==> src/rtl/lab2_pkg.sv <==
// Shared types and default sizing for the lab2 memory controller.
package lab2_pkg;

  typedef enum logic [1:0] {
    ST_IDLE  = 2'd0,
    ST_WRITE = 2'd1,
    ST_SHOW  = 2'd2
  } state_t;

  localparam int LAB2_WIDTH = 8;
  localparam int LAB2_DEPTH = 16;

endpackage

==> src/rtl/lab2_spram.sv <==
// Single-port RAM: synchronous write, registered read-first output.
module lab2_spram #(
  parameter int WIDTH = 8,
  parameter int DEPTH = 16
) (
  input  logic                     clk,
  input  logic                     we,
  input  logic [$clog2(DEPTH)-1:0] addr,
  input  logic [WIDTH-1:0]         wdata,
  output logic [WIDTH-1:0]         rdata
);

  logic [WIDTH-1:0] mem [DEPTH];

  // Contents are deliberately left unreset so the array maps onto block RAM.
  always_ff @(posedge clk) begin
    if (we) begin
      mem[addr] <= wdata;
    end
    rdata <= mem[addr];
  end

endmodule

==> src/rtl/lab2_mem_ctrl.sv <==
// Capture/append/playback controller around a small single-port memory.
// Optional LAB2_AUTO_PLAY_EN: timed rd_ptr advance every STEP_CYCLES while showing.
module lab2_mem_ctrl
  import lab2_pkg::*;
#(
  parameter int WIDTH       = LAB2_WIDTH,
  parameter int DEPTH       = LAB2_DEPTH,
  parameter int STEP_CYCLES = 50_000_000
) (
  input  logic                     clk,
  input  logic                     rst,
  input  logic                     save_data,
  input  logic                     write_en,
  input  logic                     show_reg,
  input  logic [WIDTH-1:0]         d_in,
  output logic [WIDTH-1:0]         d_out,
  output logic [$clog2(DEPTH)-1:0] mem_addr,
  output logic                     full,
  output logic                     empty,
  output logic                     busy
);

  localparam int AW = $clog2(DEPTH);
  localparam int CW = AW + 1;

  state_t           state_reg, state_next;
  logic [WIDTH-1:0] hold_reg;
  logic [AW-1:0]    wr_ptr_reg;
  logic [AW-1:0]    rd_ptr_reg;
  logic [CW-1:0]    count_reg;
  logic [WIDTH-1:0] rd_data;
  logic             mem_we;
  logic             do_save, do_write, do_show;
  logic             show_adv, show_last, auto_tick;

  // Fixed priority save > write > show; everything is dropped while writing.
  assign do_save   = save_data && (state_reg != ST_WRITE);
  assign do_write  = !save_data && write_en;
  assign do_show   = !save_data && !write_en && show_reg;

  assign full      = (count_reg == CW'(DEPTH));
  assign empty     = (count_reg == '0);
  assign show_last = ({1'b0, rd_ptr_reg} == (count_reg - 1'b1));
  assign show_adv  = (state_reg == ST_SHOW) && !do_write && (do_show || auto_tick);

`ifdef LAB2_AUTO_PLAY_EN
  logic [31:0] step_cnt_reg;

  assign auto_tick = (state_reg == ST_SHOW) && (step_cnt_reg == 32'(STEP_CYCLES - 1));

  // Held at zero outside SHOW, so every SHOW entry starts a full interval.
  always_ff @(posedge clk or negedge rst) begin
    if (!rst) begin
      step_cnt_reg <= '0;
    end else if ((state_reg != ST_SHOW) || show_adv) begin
      step_cnt_reg <= '0;
    end else begin
      step_cnt_reg <= step_cnt_reg + 1'b1;
    end
  end
`else
  // The interval has no meaning without the playback counter.
  assign auto_tick = 1'b0 && (STEP_CYCLES > 0);
`endif

  always_ff @(posedge clk or negedge rst) begin
    if (!rst) begin
      state_reg <= ST_IDLE;
    end else begin
      state_reg <= state_next;
    end
  end

  always_comb begin
    state_next = state_reg;
    unique case (state_reg)
      ST_IDLE: begin
        if (do_write && !full) begin
          state_next = ST_WRITE;
        end else if (do_show && !empty) begin
          state_next = ST_SHOW;
        end
      end
      ST_WRITE: state_next = ST_IDLE;
      ST_SHOW: begin
        if (do_write) begin
          state_next = ST_IDLE;
        end
      end
      default: state_next = ST_IDLE;
    endcase
  end

  always_comb begin
    busy     = (state_reg == ST_WRITE);
    mem_we   = (state_reg == ST_WRITE);
    mem_addr = (state_reg == ST_SHOW) ? rd_ptr_reg : wr_ptr_reg;
    d_out    = (state_reg == ST_SHOW) ? rd_data : hold_reg;
  end

  always_ff @(posedge clk or negedge rst) begin
    if (!rst) begin
      hold_reg   <= '0;
      wr_ptr_reg <= '0;
      rd_ptr_reg <= '0;
      count_reg  <= '0;
    end else begin
      if (do_save) begin
        hold_reg <= d_in;
      end
      if (state_reg == ST_WRITE) begin
        wr_ptr_reg <= wr_ptr_reg + 1'b1;
        if (!full) begin
          count_reg <= count_reg + 1'b1;
        end
      end
      if ((state_reg == ST_IDLE) && (state_next == ST_SHOW)) begin
        rd_ptr_reg <= '0;
      end else if (show_adv) begin
        rd_ptr_reg <= show_last ? '0 : rd_ptr_reg + 1'b1;
      end
    end
  end

  lab2_spram #(
    .WIDTH(WIDTH),
    .DEPTH(DEPTH)
  ) u_spram (
    .clk  (clk),
    .we   (mem_we),
    .addr (mem_addr),
    .wdata(hold_reg),
    .rdata(rd_data)
  );

endmodule
==> config.mk <==
export PLATFORM = sky130hd
export DESIGN_NAME = lab2_mem_ctrl
export DESIGN_NICKNAME = d
export VERILOG_FILES = /design/src/rtl/lab2_pkg.sv /design/src/rtl/lab2_spram.sv /design/src/rtl/lab2_mem_ctrl.sv
export SDC_FILE = /design/constraint.sdc
export NUM_CORES = 1
export LEC_CHECK = 0
export CORE_UTILIZATION = 55
export DETAILED_ROUTE_END_ITERATION = 10
export PLACE_DENSITY = 0.71
export REMOVE_ABC_BUFFERS = 1
export SETUP_SLACK_MARGIN = 0.02
export SKIP_LAST_GASP = 1
export SLEW_MARGIN = 20
export SYNTH_ARGS = -nofsm -noshare
export SYNTH_HDL_FRONTEND = slang
export SYNTH_SLANG_ARGS = --single-unit
==> constraint.sdc <==
create_clock -name clk -period 5.6 [get_ports clk]
set_input_delay 1.4 -clock clk [delete_from_list [all_inputs] [get_ports clk]]
set_output_delay 1.4 -clock clk [all_outputs]
set_load 0.01 [all_outputs]
==> results of run 1 <==
[layer usage]
metal | track usage | vias to the layer above | share of wire
met5 | 0 | - | 0
li1 | - | 1878 | -
met3 | 0.0606 | 32 | 0.072
met2 | 0.385 | 180 | 0.47
met1 | 0.347 | 2088 | 0.43
met4 | 0.115 | 0 | 0.027
[worst max path at each step]
stage	startpoint	endpoint	slack, ps	cells after the start
2_1_floorplan	state_reg[0]	mem_addr[0]	1630	3
3_3_place_gp	state_reg[1]	mem_addr[1]	2090	6
3_5_place_dp	state_reg[1]	mem_addr[1]	2000	6
4_1_cts	state_reg[1]	mem_addr[1]	1540	6
5_1_grt	state_reg[1]	mem_addr[1]	1340	6
6_report	state_reg[1]	mem_addr[1]	1520	6
[critical path, stage by stage, from the launching register on]
cell	delay, ps
dfrtp_1	500
nor2b_2	190
buf_4	310
nor2_1	120
a21oi_4	260
clkinv_1	320
clkdlybuf4s50_1	570
[through the flow]
| stage | setup slack [ps] | total power (W) | hold WS (ps) | area (um2) | utilization |
|---|---|---|---|---|---|
| finish | 1520 | 0.00400 | 533 | 7990 | 0.654 |
| global route | 1340 | 0.00416 | 564 | 7990 | 0.654 |
| CTS | 1540 | 0.00400 | 531 | 7990 | 0.654 |
| detailed placement | 2000 | 0.00288 | 516 | 7420 | 0.607 |
| global placement | 2090 | 0.00285 | 518 | 7420 | 0.607 |
| floorplan | 1630 | 0.00242 | 491 | 6860 | - |
[area by class of cell]
cell class	instances	area [um2]
Sequential cell	159	4580
Fill cell	917	4220
Multi-Input combinational cell	280	2250
Clock buffer	18	429
Timing Repair Buffer	37	340
Tap cell	168	210
Clock inverter	12	145
Inverter	10	37.5
[cell usage after synthesis (2+ instances only)]
cell type  count
buf_2          6
dfrtp_1       23
nand2b_1       2
and3_1         2
o22ai_1        8
nand4_1        4
mux2i_1       34
nand2_1       50
dfxtp_1        8
buf_6          3
mux2_2        63
clkinv_1       3
a31o_2         2
edfxtp_1     128
nor2_1        20
nand3_1        4
buf_4          4
nor2b_1        6
inv_1          7
xnor2_1        9
a31oi_1        2
xor2_1         3
nor3_1         2
nor4b_1        2
a32o_1         8
nand3b_1       3
a221o_1        8
clkbuf_1       9
a221oi_1      15
o31ai_1        4
o21ai_0        7
or3_1          2
ha_1           5
[power groups by stage]
stage / registers, W / clock network, W / logic, W
floorplan: 0.00157 / 0 / 0.000849
global placement: 0.00155 / 0 / 0.00130
detailed placement: 0.00155 / 0 / 0.00133
CTS: 0.00153 / 0.00114 / 0.00133
global route: 0.00154 / 0.00118 / 0.00143
finish: 0.00153 / 0.00112 / 0.00135
[cell families (layout without fill, tap and decap cells)]
family	after synthesis	in the layout	synth area share
adder cells (fa/ha/maj)	5	5	0.00893
AND/OR/NAND/NOR	104	104	0.0698
flip-flops	159	159	0.653
multiplexers	99	99	0.155
buffers and inverters	34	77	0.0270
AO/OA/AOI/OAI	60	60	0.0709
XOR/XNOR	12	12	0.0150
==> impl_metrics.env, run 1 <==
export IMPL_r2r_start="state_reg[0]"
export IMPL_coreArea_um2=12200
export IMPL_drc_errors=0
export IMPL_clockBufferDepth=2
export IMPL_ctsHoldBuffers=0
export IMPL_mostFrequentLayoutCells="edfxtp_1, mux2_2, nand2_1"
export IMPL_drive_gt1_frac=0.213
export IMPL_routed_wl_um=15500
export IMPL_layout_commonest_cell="edfxtp_1"
export IMPL_ys_types=50
export IMPL_worstRegToRegCells=7
export IMPL_largest_reg_flops=128
export IMPL_io_buffers=27
export IMPL_yosysTopAreaCell="edfxtp_1"
export IMPL_die_area_um2=13200
export IMPL_grt_remaining_overflow=0
export IMPL_p_per_area_nw_per_um2=500
export IMPL_clkPwrFrac=0.281
export IMPL_status="finished clean"
export IMPL_worstHoldPathCells=1
export IMPL_synth_ff_type="edfxtp_1"
export IMPL_rows=40
export IMPL_die_h_um=115
export IMPL_yosys_warnings=0
export IMPL_worst_pin_slew_ps=1060
export IMPL_r2r_end="u_spram.rdata[2]"
export IMPL_postRouteAntennaNets=0
export IMPL_max_cap_violations=0
export IMPL_finalHoldViolCount=0
export IMPL_vias_per_cell=6.11
export IMPL_min_period_ps=4080
export IMPL_rsz0062_at_grt="no"
export IMPL_cellLeakagePower_nw=2.83
export IMPL_path_class="flip-flop to primary output"
export IMPL_drt_iter0_drc=461
export IMPL_wl_per_cell_um=22.7
export IMPL_startpoint_type="flip-flop"
export IMPL_synth_area_per_cell_um2=14.8
export IMPL_min_to="count_reg[4]"
export IMPL_dpl_cell_count=654
export IMPL_clk_pin_slew_ps=60
export IMPL_cts_sinks=159
export IMPL_grt_first_pass_wirelength_um=23200
export IMPL_finalSetupViolations=0
export IMPL_cts_resized_gates=0
export IMPL_relSlewSlack=0.288
export IMPL_crit_fanout=28
export IMPL_seq_area_frac_synth=0.653
export IMPL_max_freq_mhz=245
export IMPL_fin_worst_skew_ps=6.45
export IMPL_power_switching_w=0.00128
export IMPL_synthesis_area_um2=7010
export IMPL_ys_top_cells_by_area="edfxtp_1, mux2_2, dfrtp_1"
export IMPL_vias=4178
export IMPL_grt_use_total=0.253
export IMPL_finalSetupTns_ps=0
export IMPL_p_comb_frac=0.337
export IMPL_start_util=0.574
export IMPL_cts_tree="done"
export IMPL_endpoint_kind="primary output"
export IMPL_p_int_w=0.00272
export IMPL_finalWeightedCongestion=0.893
export IMPL_synth_seq_cells=159
export IMPL_fin_nets=523
export IMPL_sequentialPowerShare=0.382
export IMPL_diodes=0
export IMPL_cp_arrival_ps=2680
export IMPL_async_flop_share=0.145
export IMPL_reg2reg_slack_ps=2310
export IMPL_post_route_period_util=0.729
export IMPL_hold_start="count_reg[4]"
export IMPL_vdd_drop_max_v=0.000254
export IMPL_drtPass1Iterations=5
export IMPL_synth_edf_count=128
export IMPL_antenna_found_initial=0
export IMPL_ios=28
export IMPL_postCtsSetupBuffers=0
export IMPL_first_global_vias=4031
export IMPL_syn_to_final_growth_pct=14.0
export IMPL_synth_cells=473
export IMPL_cts_root_buf="clkbuf_16"
export IMPL_clk_latency_ps=420
export IMPL_swShare=0.320
export IMPL_fin_cells=684
export IMPL_grt_max_degree=49
export IMPL_h_tree_depth=4
export IMPL_dp_hpwl_um=10000
export IMPL_drv_slew=0
export IMPL_cp_data_required_time_ps=4200
export IMPL_die_x_um=115
export IMPL_synth_top_cell_area_share=0.548
export IMPL_cts_buffers=17
export IMPL_hp_class="flip-flop to flip-flop"
No activity file was read; power rests on OpenSTA's default activity.
==> run 2, diff against run 1 <==
==> constraint.sdc (replaced) <==
create_clock -name clk -period 3.9 [get_ports clk]
set_input_delay 0.975 -clock clk [delete_from_list [all_inputs] [get_ports clk]]
set_output_delay 0.975 -clock clk [all_outputs]
set_load 0.01 [all_outputs]
==> run 2 against run 1 <==
Clock power up 54%. Sequential power up 42%. Die area unchanged. Routed wire length up 1.8%. Final cell count up 0.73%. Largest power group unchanged. Clock skew down 1.2 ps. Critical path depth down 1. Hold slack worse by 9.2 ps.
==> impl_metrics.env, run 2 (synthesized netlist as in run 1, its figures left out) <==
export IMPL_io_buffers=27
export IMPL_die_x_um=115
export IMPL_cts_tree="done"
export IMPL_max_cap_violations=0
export IMPL_drtPass1Iterations=5
export IMPL_cp_arrival_ps=2640
export IMPL_grt_use_total=0.263
export IMPL_finalWeightedCongestion=0.927
export IMPL_status="finished clean"
export IMPL_critPathMaxStageDelay_ps=560
export IMPL_finalInstanceArea_um2=8080
export IMPL_startpoint_type="flip-flop"
export IMPL_grt_remaining_overflow=0
export IMPL_clk_latency_ps=420
export IMPL_diodes=0
export IMPL_worstRegToRegCells=5
export IMPL_cp_data_required_time_ps=2920
export IMPL_r2r_end="u_spram.mem[3][7]"
export IMPL_vias_per_cell=6.13
export IMPL_drt_iter0_drc=366
export IMPL_reg2reg_slack_ps=930
export IMPL_cellLeakagePower_nw=2.86
export IMPL_fin_nets=526
export IMPL_place_area_um2=7460
export IMPL_relSlewSlack=0.272
export IMPL_rsz0062_at_grt="no"
export IMPL_h_tree_depth=4
export IMPL_vias=4226
export IMPL_cts_sinks=159
export IMPL_min_period_ps=3620
export IMPL_syn_to_final_growth_pct=15.3
export IMPL_ios=28
export IMPL_cp_cell_sequence="nor2b_4, nor2_1, a21oi_4, clkinv_1, clkdlybuf4s50_1"
export IMPL_dp_hpwl_um=10500
export IMPL_finalSetupTns_ps=0
export IMPL_drive_gt1_frac=0.225
export IMPL_post_route_period_util=0.928
export IMPL_die_area_um2=13200
export IMPL_finalSetupViolations=0
export IMPL_utilization=0.662
export IMPL_clk_pin_slew_ps=60
export IMPL_worst_pin_slew_ps=1080
export IMPL_grt_max_degree=49
export IMPL_mostFrequentLayoutCells="edfxtp_1, mux2_2, nand2_1"
export IMPL_fill_cells=887
export IMPL_fin_worst_skew_ps=5.24
export IMPL_routed_wl_um=15800
export IMPL_hp_class="input port to asynchronous set/reset pin"
export IMPL_largest_reg_flops=128
export IMPL_first_global_vias=4196
export IMPL_coreArea_um2=12200
export IMPL_vdd_drop_max_v=0.000347
export IMPL_drv_slew=0
export IMPL_path_class="flip-flop to primary output"
export IMPL_finalHoldViolCount=0
export IMPL_grt_first_pass_wirelength_um=24400
export IMPL_antenna_found_initial=0
export IMPL_r2r_start="state_reg[1]"
export IMPL_start_util=0.574
export IMPL_crit_fanout=14
export IMPL_p_per_area_nw_per_um2=731
export IMPL_drc_errors=0
export IMPL_postRouteAntennaNets=0
export IMPL_clockBufferDepth=2
export IMPL_max_freq_mhz=276
export IMPL_wl_per_cell_um=23.0
export IMPL_cts_root_buf="clkbuf_16"
export IMPL_endpoint_kind="primary output"
export IMPL_layout_commonest_cell="edfxtp_1"
export IMPL_cts_buffers=17
export IMPL_postCtsSetupBuffers=0
export IMPL_die_h_um=115
export IMPL_worst_path_max_delay_cell="clkdlybuf4s50_1"
export IMPL_rows=40
## run 2: worst max-delay path by stage
| stage | slack, ps | endpoint | depth (start not counted) | from |
|---|---|---|---|---|
| 4_1_cts | 70 | mem_addr[1] | 5 | state_reg[1] |
| 2_1_floorplan | 350 | mem_addr[0] | 3 | state_reg[0] |
| 5_1_grt | 90 | mem_addr[1] | 5 | state_reg[1] |
| 3_5_place_dp | 530 | mem_addr[1] | 5 | state_reg[1] |
| 3_3_place_gp | 580 | mem_addr[1] | 5 | state_reg[1] |
| 6_report | 280 | mem_addr[1] | 5 | state_reg[1] |
## run 2: layer usage
layer | global-route usage | vias to the layer above | share of wire
li1 | - | 1886 | -
met1 | 0.361 | 2127 | 0.42
met2 | 0.417 | 180 | 0.49
met3 | 0.0548 | 33 | 0.071
met4 | 0.0952 | 0 | 0.021
met5 | 0 | - | 0
## run 2: where the power goes
part	internal (W)	switching, W	leakage, nW	total [W]
clock	0.00107	0.000659	0.289	0.00173
combinational	0.000891	0.00111	1.07	0.00200
sequential	0.00205	0.000138	1.51	0.00218
## run 2: per-stage QoR
stage,instances,setup slack [ps],hold WS (ps),power (W)
after floorplan,449,352,491,0.00348
after global placement,657,580,517,0.00414
after detailed placement,657,534,531,0.00418
after CTS,689,72.5,543,0.00590
after global routing,689,87.1,562,0.00615
final,689,281,524,0.00591
## run 2: layout make-up
class | count | area (um2) | share of cell area
clock buffer | 18 | 429 | 0.0531
clock inverter | 14 | 190 | 0.0235
inverter | 10 | 37.5 | 0.00464
multi-input combinational | 280 | 2250 | 0.278
sequential | 159 | 4580 | 0.567
tap | 168 | 210 | 0.0260
timing repair buffer | 40 | 388 | 0.0480
## run 2: timing repair
item                                    4_1_cts  5_1_grt
endpoints found under the setup margin        0        3
resized for setup                             0        1
hold buffers                                  0        0
## run 2: critical path: cells and delay by family (launching register included)
family,cells,cell delay (ps)
buffers and inverters,2,870
AO/OA/AOI/OAI,1,270
flip-flops,1,500
AND/OR/NAND/NOR,2,560
==> run 3, diff against run 2 <==
--- a/config.mk
+++ b/config.mk
@@ -7,7 +7,7 @@
 export LEC_CHECK = 0
 export CORE_UTILIZATION = 55
 export DETAILED_ROUTE_END_ITERATION = 10
-export PLACE_DENSITY = 0.71
+export PLACE_DENSITY = 0.78
 export REMOVE_ABC_BUFFERS = 1
 export SETUP_SLACK_MARGIN = 0.02
 export SKIP_LAST_GASP = 1
==> run 3 against run 2 <==
Register-to-register slack got worse by 20 ps. Via count increased by 0.78%. Total power rose by 1.5%. Largest power group unchanged.
==> impl_metrics.env, run 3 (synthesized netlist as in run 1, its figures left out) <==
export IMPL_cts_root_buf="clkbuf_16"
export IMPL_cts_resized_gates=0
export IMPL_r2r_start="state_reg[1]"
export IMPL_relSlewSlack=0.253
export IMPL_cts_sinks=159
export IMPL_coreArea_um2=12200
export IMPL_postRouteAntennaNets=0
export IMPL_crit_fanout=12
export IMPL_fin_nets=528
export IMPL_hold_worst_slack_ps=520
export IMPL_h_tree_depth=4
export IMPL_grt_first_pass_wirelength_um=24200
export IMPL_io_buffers=27
export IMPL_clk_pin_slew_ps=60
export IMPL_grt_remaining_overflow=0
export IMPL_drc_errors=0
export IMPL_ctsHoldBuffers=0
export IMPL_grt_max_degree=41
export IMPL_drive_gt1_frac=0.229
export IMPL_cp_cell_sequence="nor2b_2, nor2_1, a21oi_4, clkinv_1, clkdlybuf4s50_1"
export IMPL_vdd_drop_max_v=0.000288
export IMPL_cts_buffers=17
export IMPL_path_class="flip-flop to primary output"
export IMPL_drtPass1Iterations=6
export IMPL_cp_arrival_ps=2670
export IMPL_reg2reg_slack_ps=910
export IMPL_dp_hpwl_um=10300
export IMPL_cellLeakagePower_nw=2.89
export IMPL_p_per_area_nw_per_um2=739
export IMPL_dpl_worst_slack_ps=810
export IMPL_wl_per_cell_um=23.3
export IMPL_startpoint_type="flip-flop"
export IMPL_final_setup_worst_slack_ps=260
export IMPL_finalHoldViolCount=0
export IMPL_clk_latency_ps=430
export IMPL_r2r_end="u_spram.mem[1][0]"
export IMPL_finalSetupViolations=0
export IMPL_mostFrequentLayoutCells="edfxtp_1, mux2_2, nand2_1"
export IMPL_critPathLaunch="state_reg[1]"
export IMPL_post_route_period_util=0.933
export IMPL_endpoint_kind="primary output"
export IMPL_critPathMaxStageDelay_ps=580
export IMPL_largest_reg_flops=128
export IMPL_postCtsSetupBuffers=0
export IMPL_syn_to_final_growth_pct=15.8
export IMPL_dpl_cell_count=659
export IMPL_status="finished clean"
export IMPL_diodes=0
export IMPL_routed_wl_um=16100
export IMPL_rows=40
export IMPL_finalSetupTns_ps=0
export IMPL_drt_iter0_drc=447
export IMPL_crit_path_end="mem_addr[1]"
export IMPL_ios=28
export IMPL_max_cap_violations=0
export IMPL_worst_path_max_delay_cell="nor2b_2"
export IMPL_first_global_vias=4211
export IMPL_cts_tree="done"
export IMPL_layout_commonest_cell="edfxtp_1"
export IMPL_antenna_found_initial=0
export IMPL_clockBufferDepth=2
export IMPL_hp_class="input port to asynchronous set/reset pin"
export IMPL_fin_worst_skew_ps=9.66
export IMPL_die_area_um2=13200
export IMPL_rsz0062_at_grt="no"
export IMPL_min_period_ps=3640
export IMPL_grt_use_total=0.258
export IMPL_vias_per_cell=6.16
export IMPL_fin_cells=691
export IMPL_cp_data_required_time_ps=2920
export IMPL_max_freq_mhz=275
export IMPL_worst_pin_slew_ps=1110
export IMPL_vias=4259
export IMPL_die_h_um=115
export IMPL_start_util=0.574
export IMPL_die_x_um=115
export IMPL_worstRegToRegCells=6
export IMPL_finalWeightedCongestion=0.950
export IMPL_drv_slew=0
[run 3: cell count changes in the layout (fill, tap and decap cells not counted), moves of 2 or more]
cell and change:
buf_4 +3, clkinv_4 +2, o31ai_2 +2, clkinvlp_4 -3, o31ai_1 -2
[run 3: critical path: cells and delay by family (launching register included)]
family | cells | cell delay [ps]
compound gates | 1 | 300
buf+inv | 2 | 710
simple gates | 2 | 730
flops | 1 | 500
[run 3: worst min path at each step]
stage	start	end	slack [ps]
2_1_floorplan	count_reg[4]	count_reg[4]	490
3_3_place_gp	count_reg[4]	count_reg[4]	510
3_5_place_dp	count_reg[4]	count_reg[4]	520
4_1_cts	count_reg[4]	count_reg[4]	530
5_1_grt	count_reg[4]	count_reg[4]	550
6_report	rst	count_reg[3]	520
[run 3: metrics by stage]
step | util | cell area [um2] | total power, W
after floorplan | - | 6860 | 0.00348
after global placement | 0.611 | 7470 | 0.00413
after detailed placement | 0.611 | 7470 | 0.00417
after CTS | 0.664 | 8110 | 0.00597
after global routing | 0.665 | 8120 | 0.00621
final | 0.665 | 8120 | 0.00600
[run 3: power breakdown]
part	switching (W)	internal [W]	total (W)	leakage (nW)
clock network	0.000663	0.00114	0.00180	0.309
registers	0.000132	0.00205	0.00218	1.51
logic	0.00112	0.000897	0.00202	1.07
[run 3: final cells by class]
type / count / area, um2
clock inverter: 13 / 213
inverter: 10 / 37.5
multi-input combinational: 280 / 2250
clock buffer: 19 / 433
fill: 874 / 4100
sequential: 159 / 4580
tap: 168 / 210
timing repair buffer: 42 / 390
[run 3: metal layers]
metal,track usage,vias up,wire [um]
met3,0.0617,39,1340
met4,0.110,0,460
li1,-,1888,-
met2,0.389,226,7440
met1,0.362,2106,6850
met5,0,-,0
==> patch: new RTL, settings of run 2 <==
The 3 states of `state_t` get a one-hot encoding in 3 bits.
--- a/src/rtl/lab2_pkg.sv
+++ b/src/rtl/lab2_pkg.sv
@@ -1,10 +1,10 @@
 // Shared types and default sizing for the lab2 memory controller.
 package lab2_pkg;
 
-  typedef enum logic [1:0] {
-    ST_IDLE  = 2'd0,
-    ST_WRITE = 2'd1,
-    ST_SHOW  = 2'd2
+  typedef enum logic [2:0] {
+    ST_IDLE  = 3'b001,
+    ST_WRITE = 3'b010,
+    ST_SHOW  = 3'b100
   } state_t;
 
   localparam int LAB2_WIDTH = 8;
Formal check against the unedited RTL: same outputs for any inputs over 10 cycles, from zero or initial values and one cycle with rst low; not proved beyond that.
==> patch against run 2 <==
Final area rose by 7.8%. Core utilization fell by 1.2 points. Worst setup slack improved by 0.16 ns. Wire length rose by 7.0%. Via count rose by 3.0%. Register-to-register slack improved by 0.18 ns. Maximum frequency rose by 4.5%. Clock skew rose by 0.0022 ns. Total power fell by 16%. Die area rose by 9.0%. Cell count fell by 1.0%. Sequential cell count rose by 1. Area after synthesis rose by 9.2%. Critical path type unchanged. Largest power group unchanged.
==> patch: results (changes against run 2) <==
| Metric | Value |
|---|---|
| Outcome | `finished, final reports clean` |
| GRT Resource Usage Total | `26.2% (-0.075 points)` |
| Buffers, non-clock | `48 (+20%)` |
| Clock Skews | `0.00746 ns (+0.00222 ns)` |
| Critical path peak fanout | `17 (+3)` |
| Leak Pwr | `3.02 nW (+5.5%)` |
| CLK BUF | `23 (+5)` |
| Final worst path period share | `88.8% (-4.0 points)` |
| FF/Latch Area | `0.00461 mm² (+0.63%)` |
| Multi-input gate area | `0.00282 mm² (+25%)` |
| Largest net degree at the start of global routing | `37 (-24%)` |
| Layout cells sized above 1 | `26.3% (+3.8 points)` |
| GRT met2 Usage | `41.3% (-0.38 points)` |
| Design area | `0.00871 mm² (+7.8%)` |
| Met3 usage | `6.89% (+1.4 points)` |
| Worst Reg-to-Reg Cells | `3 (-2)` |
| Rel. slew slack | `32.5% (+5.3 points)` |
| Vias per cell | `6.38 (+4.0%)` |
| Fill cell count | `929 (+4.7%)` |
| Cells after Synth | `456 (-3.6%)` |
| Final WL | `16.9 mm (+7.0%)` |
| Dpl cells | `650 (-1.1%)` |
| WL/cell | `24.8 µm (+8.1%)` |
| Met2 WL | `8.35 mm (+8.6%)` |
| Met3 wire length | `1.28 mm (+14%)` |
| Met1 Wirelength | `6.94 mm (+3.8%)` |
| Synth area leaders | `edfxtp_1 (50%), mux4_2 (18%), dfrtp_1 (7.5%), mux2i_1 (4.1%), nand2_1 (2.4%)` |
| Max stage delay on crit path | `0.86 ns (+0.30 ns)` |
| Synth Register Bits | `160 (+0.63%)` |
| First-pass GRT wire length | `26.4 mm (+8.4%)` |
| Detailed Place HPWL | `10.9 mm (+3.5%)` |
| Critical path arrival | `2.49 ns (-0.15 ns)` |
| Worst reg2reg path endpoint | `u_spram.mem[8][5]` |
| CP top delay family | `simple AND/OR/NAND/NOR gates` |
| Worst hold-check path type | `flop to flop` |
| R2r setup slk | `1.11 ns (+0.18 ns)` |
| Critical Path Sink | `d_out[4]` |
| Multi-input gate count | `258 (-7.9%)` |
| Routability cong. | `0.790 (-15%)` |
| Non-clock buffering overhead | `4.91% (+0.11 points)` |
| Grt met1 use | `35.5% (-0.63 points)` |
| Worst IR drop on VDD | `433 µV (+25%)` |
-- patch: changes by cell type after synthesis, sizes merged, moves of 4 or more --
| cell | run 2 | this run |
|---|---|---|
| o21ai | 7 | 3 |
| a221o | 8 | 0 |
| a221oi | 16 | 8 |
| o22ai | 8 | 0 |
| buf | 15 | 22 |
| nor2 | 20 | 26 |
| a22o | 0 | 7 |
| mux4 | 0 | 64 |
| nor3b | 1 | 5 |
| o31ai | 4 | 0 |
| a32o | 8 | 0 |
| nor2b | 6 | 1 |
| mux2 | 64 | 10 |
-- patch: power by group --
| part | total, mW | internal, mW | switching, mW |
|---|---|---|---|
| logic | 1.16 | 0.619 | 0.544 |
| clock network | 1.67 | 1.03 | 0.640 |
| registers | 2.14 | 1.97 | 0.167 |
-- patch: kinds of logic after synthesis --
family	Yosys count	synth area share [%]
AOI/OAI and AO/OA	32	3.40
xor gates and xnor gates	11	1.26
adders and majority gates	5	0.817
buffers and inverters	38	2.98
DFF	160	60.2
muxes	106	24.8
and+or+nand+nor	104	6.52
